## src/rtl/conv_encoder_param.sv

```systemverilog
// Parametrised rate-1/N feed-forward convolutional encoder with valid/ready
// flow control and per-frame zero-tail flush or truncation.
module conv_encoder_param #(
  parameter int K = 3,
  parameter int N = 2,
  parameter logic [N*K-1:0] G = {3'b111, 3'b101}
) (
  input  logic         clk,
  input  logic         reset,
  input  logic         in_valid,
  output logic         in_ready,
  input  logic         in_bit,
  input  logic         in_last,
  input  logic         tail_en,
  output logic         out_valid,
  input  logic         out_ready,
  output logic [N-1:0] out_sym,
  output logic         out_last,
  output logic         busy
);

  typedef enum logic {
    ST_DATA = 1'b0,
    ST_TAIL = 1'b1
  } state_t;

  state_t         state_q, state_d;
  logic [K-2:0]   s_q, s_d;
  logic [3:0]     tcnt_q, tcnt_d;
  logic           out_valid_q, out_valid_d;
  logic [N-1:0]   out_sym_q, out_sym_d;
  logic           out_last_q, out_last_d;
  logic           frame_open_q, frame_open_d;

  logic           load_ok;
  logic           din;
  logic [K-1:0]   w;
  logic [N-1:0]   sym;

  assign load_ok = !out_valid_q || out_ready;
  assign din     = (state_q == ST_DATA) ? in_bit : 1'b0;
  assign w       = {din, s_q};

  always_comb begin
    sym = '0;
    for (int i = 0; i < N; i++) begin
      sym[i] = ^(w & G[i*K +: K]);
    end
  end

  always_comb begin
    state_d      = state_q;
    s_d          = s_q;
    tcnt_d       = tcnt_q;
    out_valid_d  = out_valid_q;
    out_sym_d    = out_sym_q;
    out_last_d   = out_last_q;
    frame_open_d = frame_open_q;
    in_ready     = 1'b0;

    if (out_ready) begin
      out_valid_d = 1'b0;
    end

    unique case (state_q)
      ST_DATA: begin
        in_ready = load_ok && !reset;
        if (in_valid && load_ok) begin
          out_valid_d  = 1'b1;
          out_sym_d    = sym;
          out_last_d   = 1'b0;
          s_d          = w[K-1:1];
          frame_open_d = 1'b1;
          if (in_last) begin
            frame_open_d = 1'b0;
            if (tail_en) begin
              state_d = ST_TAIL;
              tcnt_d  = 4'(K-1);
            end else begin
              // Truncated frame: next frame restarts from the zero state.
              out_last_d = 1'b1;
              s_d        = '0;
            end
          end
        end
      end
      ST_TAIL: begin
        if (load_ok) begin
          out_valid_d = 1'b1;
          out_sym_d   = sym;
          out_last_d  = 1'b0;
          s_d         = w[K-1:1];
          tcnt_d      = tcnt_q - 4'd1;
          if (tcnt_q == 4'd1) begin
            out_last_d = 1'b1;
            state_d    = ST_DATA;
          end
        end
      end
      default: state_d = ST_DATA;
    endcase
  end

  always_ff @(posedge clk) begin
    if (reset) begin
      state_q      <= ST_DATA;
      s_q          <= '0;
      tcnt_q       <= '0;
      out_valid_q  <= 1'b0;
      out_sym_q    <= '0;
      out_last_q   <= 1'b0;
      frame_open_q <= 1'b0;
    end else begin
      state_q      <= state_d;
      s_q          <= s_d;
      tcnt_q       <= tcnt_d;
      out_valid_q  <= out_valid_d;
      out_sym_q    <= out_sym_d;
      out_last_q   <= out_last_d;
      frame_open_q <= frame_open_d;
    end
  end

  assign out_valid = out_valid_q;
  assign out_sym   = out_sym_q;
  assign out_last  = out_last_q;
  assign busy      = frame_open_q || (state_q == ST_TAIL);

endmodule

```

## config.mk

```make
export PLATFORM = sky130hd
export DESIGN_NAME = conv_encoder_param
export DESIGN_NICKNAME = d
export VERILOG_FILES = /design/src/rtl/conv_encoder_param.sv
export SDC_FILE = /design/constraint.sdc
export NUM_CORES = 1
export LEC_CHECK = 0
export CORE_AREA = 2 2 39 41
export DETAILED_ROUTE_END_ITERATION = 12
export DIE_AREA = 0 0 41 43
export PLACE_DENSITY = 0.81
export SKIP_LAST_GASP = 1
export SYNTH_ARGS = -nofsm -noshare
export SYNTH_HDL_FRONTEND = slang
export SYNTH_SLANG_ARGS = --single-unit
```

## constraint.sdc

```tcl
create_clock -name clk -period 3.6 [get_ports clk]
set_input_delay 0.72 -clock clk [delete_from_list [all_inputs] [get_ports clk]]
set_output_delay 0.72 -clock clk [all_outputs]
set_load 0.02 [all_outputs]
```

==> impl.org <==
** Finish
- Compared with the post-synthesis result, the final layout area differs by 30.6%.
- Cells fill a little over half of the core in the end.
- Antenna diodes :: 0
- The multi-input combinational cells in the finished layout cover a total of slightly above 300 sq um.
- Fraction of layout instances using a drive strength above 1 :: under 10%
- At the end of the flow, the number of nets in the layout was 94.
- Commonest cells after routing, fill and taps aside :: sky130_fd_sc_hd__dfxtp_1 (12), sky130_fd_sc_hd__clkdlybuf4s50_1 (12), sky130_fd_sc_hd__nor2_1 (11)
- Area taken by flip-flops and latches :: 240 sq um
- Post-route insts no fill :: 100
- Number of fill cells :: about 130
- Once layout is done, the placed cells without fillers occupy ~750 sq um.

** STA
- Setup violations remaining at the end of the flow were counted as 0.
- Maximum frequency from static timing analysis :: between 0.3 and 0.4 GHz
- Measured against its own limit, the worst slew margin works out to between 60% and 70%.
- The total count of hold-check failures in the final report is 0.
- At the pin with the least slew margin, the transition time is roughly 490 ps.
- Setup repair after global routing missed its margin :: false
- For the final database, setup skew stands at 5.56 ps.
- Final period demand of the worst path :: 2900 ps
- Max-slew violations :: 0
- Setup total negative slack on the finished layout was measured at 0 ps.
- Fin crit share :: about four fifths

** Synth
- Mux share of post-synthesis cell area :: approximately 1.8%
- Flip-flop and latch count after synthesis :: 12
- Dominant combinational cell family by area after synthesis :: simple AND/OR/NAND/NOR gates
- Most area-hungry cell type in the Yosys netlist :: sky130_fd_sc_hd__dfxtp_1
- After synthesis the cells add up to roughly 570 sq um.
- The Yosys step of the flow raised 0 warnings.
- After synthesis, the largest area contributor takes up between 40% and 50% of total cell area.
- Counting flops with a built-in enable in the synthesized netlist gives 0.
- Of the synthesized area, sequential elements account for between 40 and 50%.
- Mean instance size in the synthesized netlist :: a little over 8 sq um
- By area the synthesized netlist is led by sky130_fd_sc_hd__dfxtp_1 (42%), sky130_fd_sc_hd__nor2_1 (7.2%), sky130_fd_sc_hd__ha_1 (4.4%).
- Async S/R FF share, synth :: 0%
- Synth Area in Adders :: around 4.4%
- Complex-gate fraction of the synthesized area :: 15.8%
- After Yosys synthesis, and, or, nand and nor cells account for between 30% and 40% of the synthesized area.
- Most instantiated flip-flop cell in the synthesis netlist :: sky130_fd_sc_hd__dfxtp_1
- Number of nets produced by synthesis :: between 70 and 80
- The synthesized netlist contains 29 unique library cells.
- Summing the areas of all xor and xnor instances in the mapped netlist gives 1.53% of the synthesized area.
- Syn Inst Count :: 69

** Power
- Power spread over the standard cell area amounts to roughly 430 nW/um^2.
- Worst-case vdd ir drop :: ~0.2 mV
- Leak pwr :: ~0.28 nW

** Routing
- Via density per instance :: approximately 5.2
- Wires add up to around 1100 um.
- Once detail routing completed, the nets flagged for antenna violations numbered 0.
- In the final routed layout, each cell accounts on average for 11.2 um.
- Number of DRC violations after detailed-routing iteration 0 :: 15
- In the routed design, unresolved DRC markers number 0.
- Vias :: 523
- First-pass iteration count of the detailed router :: 2

** Floorplan
- Die W :: approximately 41 um
- I/O pin total :: 13
- The initial utilization of the core area, before any placement, comes to around 41%.
- The floorplan step defined a die boundary enclosing roughly 1800 sq um.
- Core area :: between 1000 and 1500 sq um
- Std-Cell Rows :: 14
- Die Y-Extent :: roughly 43 um

** Setup path
- Number of cells on the worst reg-to-reg path :: 3
- R2R Setup Slk :: 2100 ps
- The worst setup path is captured at a primary output.
- Reg-to-Reg Start :: state_q$_SDFF_PP0_
- Worst setup path category :: input port to primary output
- Req. time, crit path :: 2880 ps
- Maximum fanout count along the critical path :: 7
- In this run the critical register-to-register path is captured at tcnt_q[3]$_SDFFE_PP0P_.
- The worst setup path is launched from an input port.
- At the worst endpoint, the arrival time is about 2200 ps.

** Clock tree
- TritonCTS built the clock tree.
- CTS Hold Bufs :: 0
- The clock net in this run drives a total of 12 sinks.
- TritonCTS Buffers :: 3
- Clk pin slew, worst setup/hold paths :: 70 ps
- Clk Tree Root Cell :: sky130_fd_sc_hd__clkbuf_4
- The later pin in the worst-skew pair is clocked with a latency of 270 ps.
- CTS built an H-tree with a depth of 1.
- Gates resized, CTS repair :: 0
- The clock passes through at most 2 buffers.
- Count of buffers added by post-CTS timing repair for setup :: 0

** Place
- Number of cells in the design after placement :: 96
- Final HPWL from detailed placement :: ~810 um
- Summing all placed instances gives a cell area of roughly 710 sq um.
- In this run the tool buffered the top-level ports with 12 buffer cells.
- RePlAce Congestion :: 0.755

** Global routing
- Grt met2 use :: between 15 and 20%
- GRT met1 Usage :: 21.1%
- The via count of the first global-routing pass was approximately 420.
- The total overflow left after global routing is 0.
- Antenna violations before repair :: 0
- Total global routing track utilization :: between 10 and 15%
- Most used routing layer in global routing :: met1
- Largest net degree at the start of global routing :: 15
- Global routing used 3.14% of the available met3 tracks.
- The first global-routing pass estimated approximately 1700 um of wire.

** Hold path
- Origin of the worst min-delay path :: s_q[1]$_SDFFE_PP0P_
- Cell depth of the worst hold path :: 2
- Worst min-delay path category :: register to register
- Endpoint, Worst Hold :: s_q[1]$_SDFFE_PP0P_

** Outcome
- Status :: finished, final reports clean

** Flow run
- The tool flagged a number of max-cap violations equal to 0.
[power breakdown]
| part | internal [W] | switching (W) |
|---|---|---|
| logic | 0.0000321 | 0.0000327 |
| clock network | 0.0000615 | 0.0000436 |
| registers | 0.000142 | 0.00000710 |
[cells by family after synthesis]
group	Yosys count
and+or+nand+nor	34
AOI/OAI and AO/OA	14
DFF	12
buffers and inverters	5
adders and majority gates	2
xor gates and xnor gates	1
muxes	1
[area by class of cell]
type | instances | share of cell area [%]
clock buffers | 4 | 4.86
repair buffers | 13 | 17.1
inverters | 3 | 1.51
multi-input cells | 52 | 41.7
well taps | 16 | 2.68
flip-flops and latches | 12 | 32.2
[metrics by stage]
stage / power (W) / hold slack (ps) / worst slack (ps)
3_5_place_dp: 0.000217 / 474 / 716
3_3_place_gp: 0.000216 / 472 / 768
6_report: 0.000319 / 487 / 698
4_1_cts: 0.000322 / 488 / 716
2_1_floorplan: 0.000190 / 453 / 1470
5_1_grt: 0.000335 / 509 / 636
[sequential cells by signal, indices dropped and copies added (netlist names)]
register      count
out_sym           2
frame_open_q      1
out_last          1
out_valid         1
s_q               2
state_q           1
tcnt_q            4
[critical path, stage by stage]
cell	delay (ps)
sky130_fd_sc_hd__clkdlybuf4s50_1	410
sky130_fd_sc_hd__nor2b_1	410
sky130_fd_sc_hd__nor3_1	90
sky130_fd_sc_hd__clkdlybuf4s50_1	550
[metal layers]
metal	part of all wire, %	vias to the layer above
li1	-	279
met1	52	229
met2	41	11
met3	3.8	4
met4	2.5	0
met5	0	-
[worst max path at each step]
stage,startpoint,depth (start not counted),endpoint
detailed placement,out_ready,4,in_ready
CTS,out_ready,4,in_ready
global placement,out_ready,4,in_ready
floorplan,reset,2,in_ready
finish,out_ready,4,in_ready
global route,out_ready,4,in_ready
[synthesized netlist by cell type (all sizes together) (2+ instances only)]
cell    number
dfxtp       12
nor2        11
nor3         5
a21oi        4
nand2        3
nor3b        3
o21ai        3
a211oi       2
ha           2
inv          2
nand2b       2
nand3        2
nor2b        2
(Power assumes the default switching activity.)
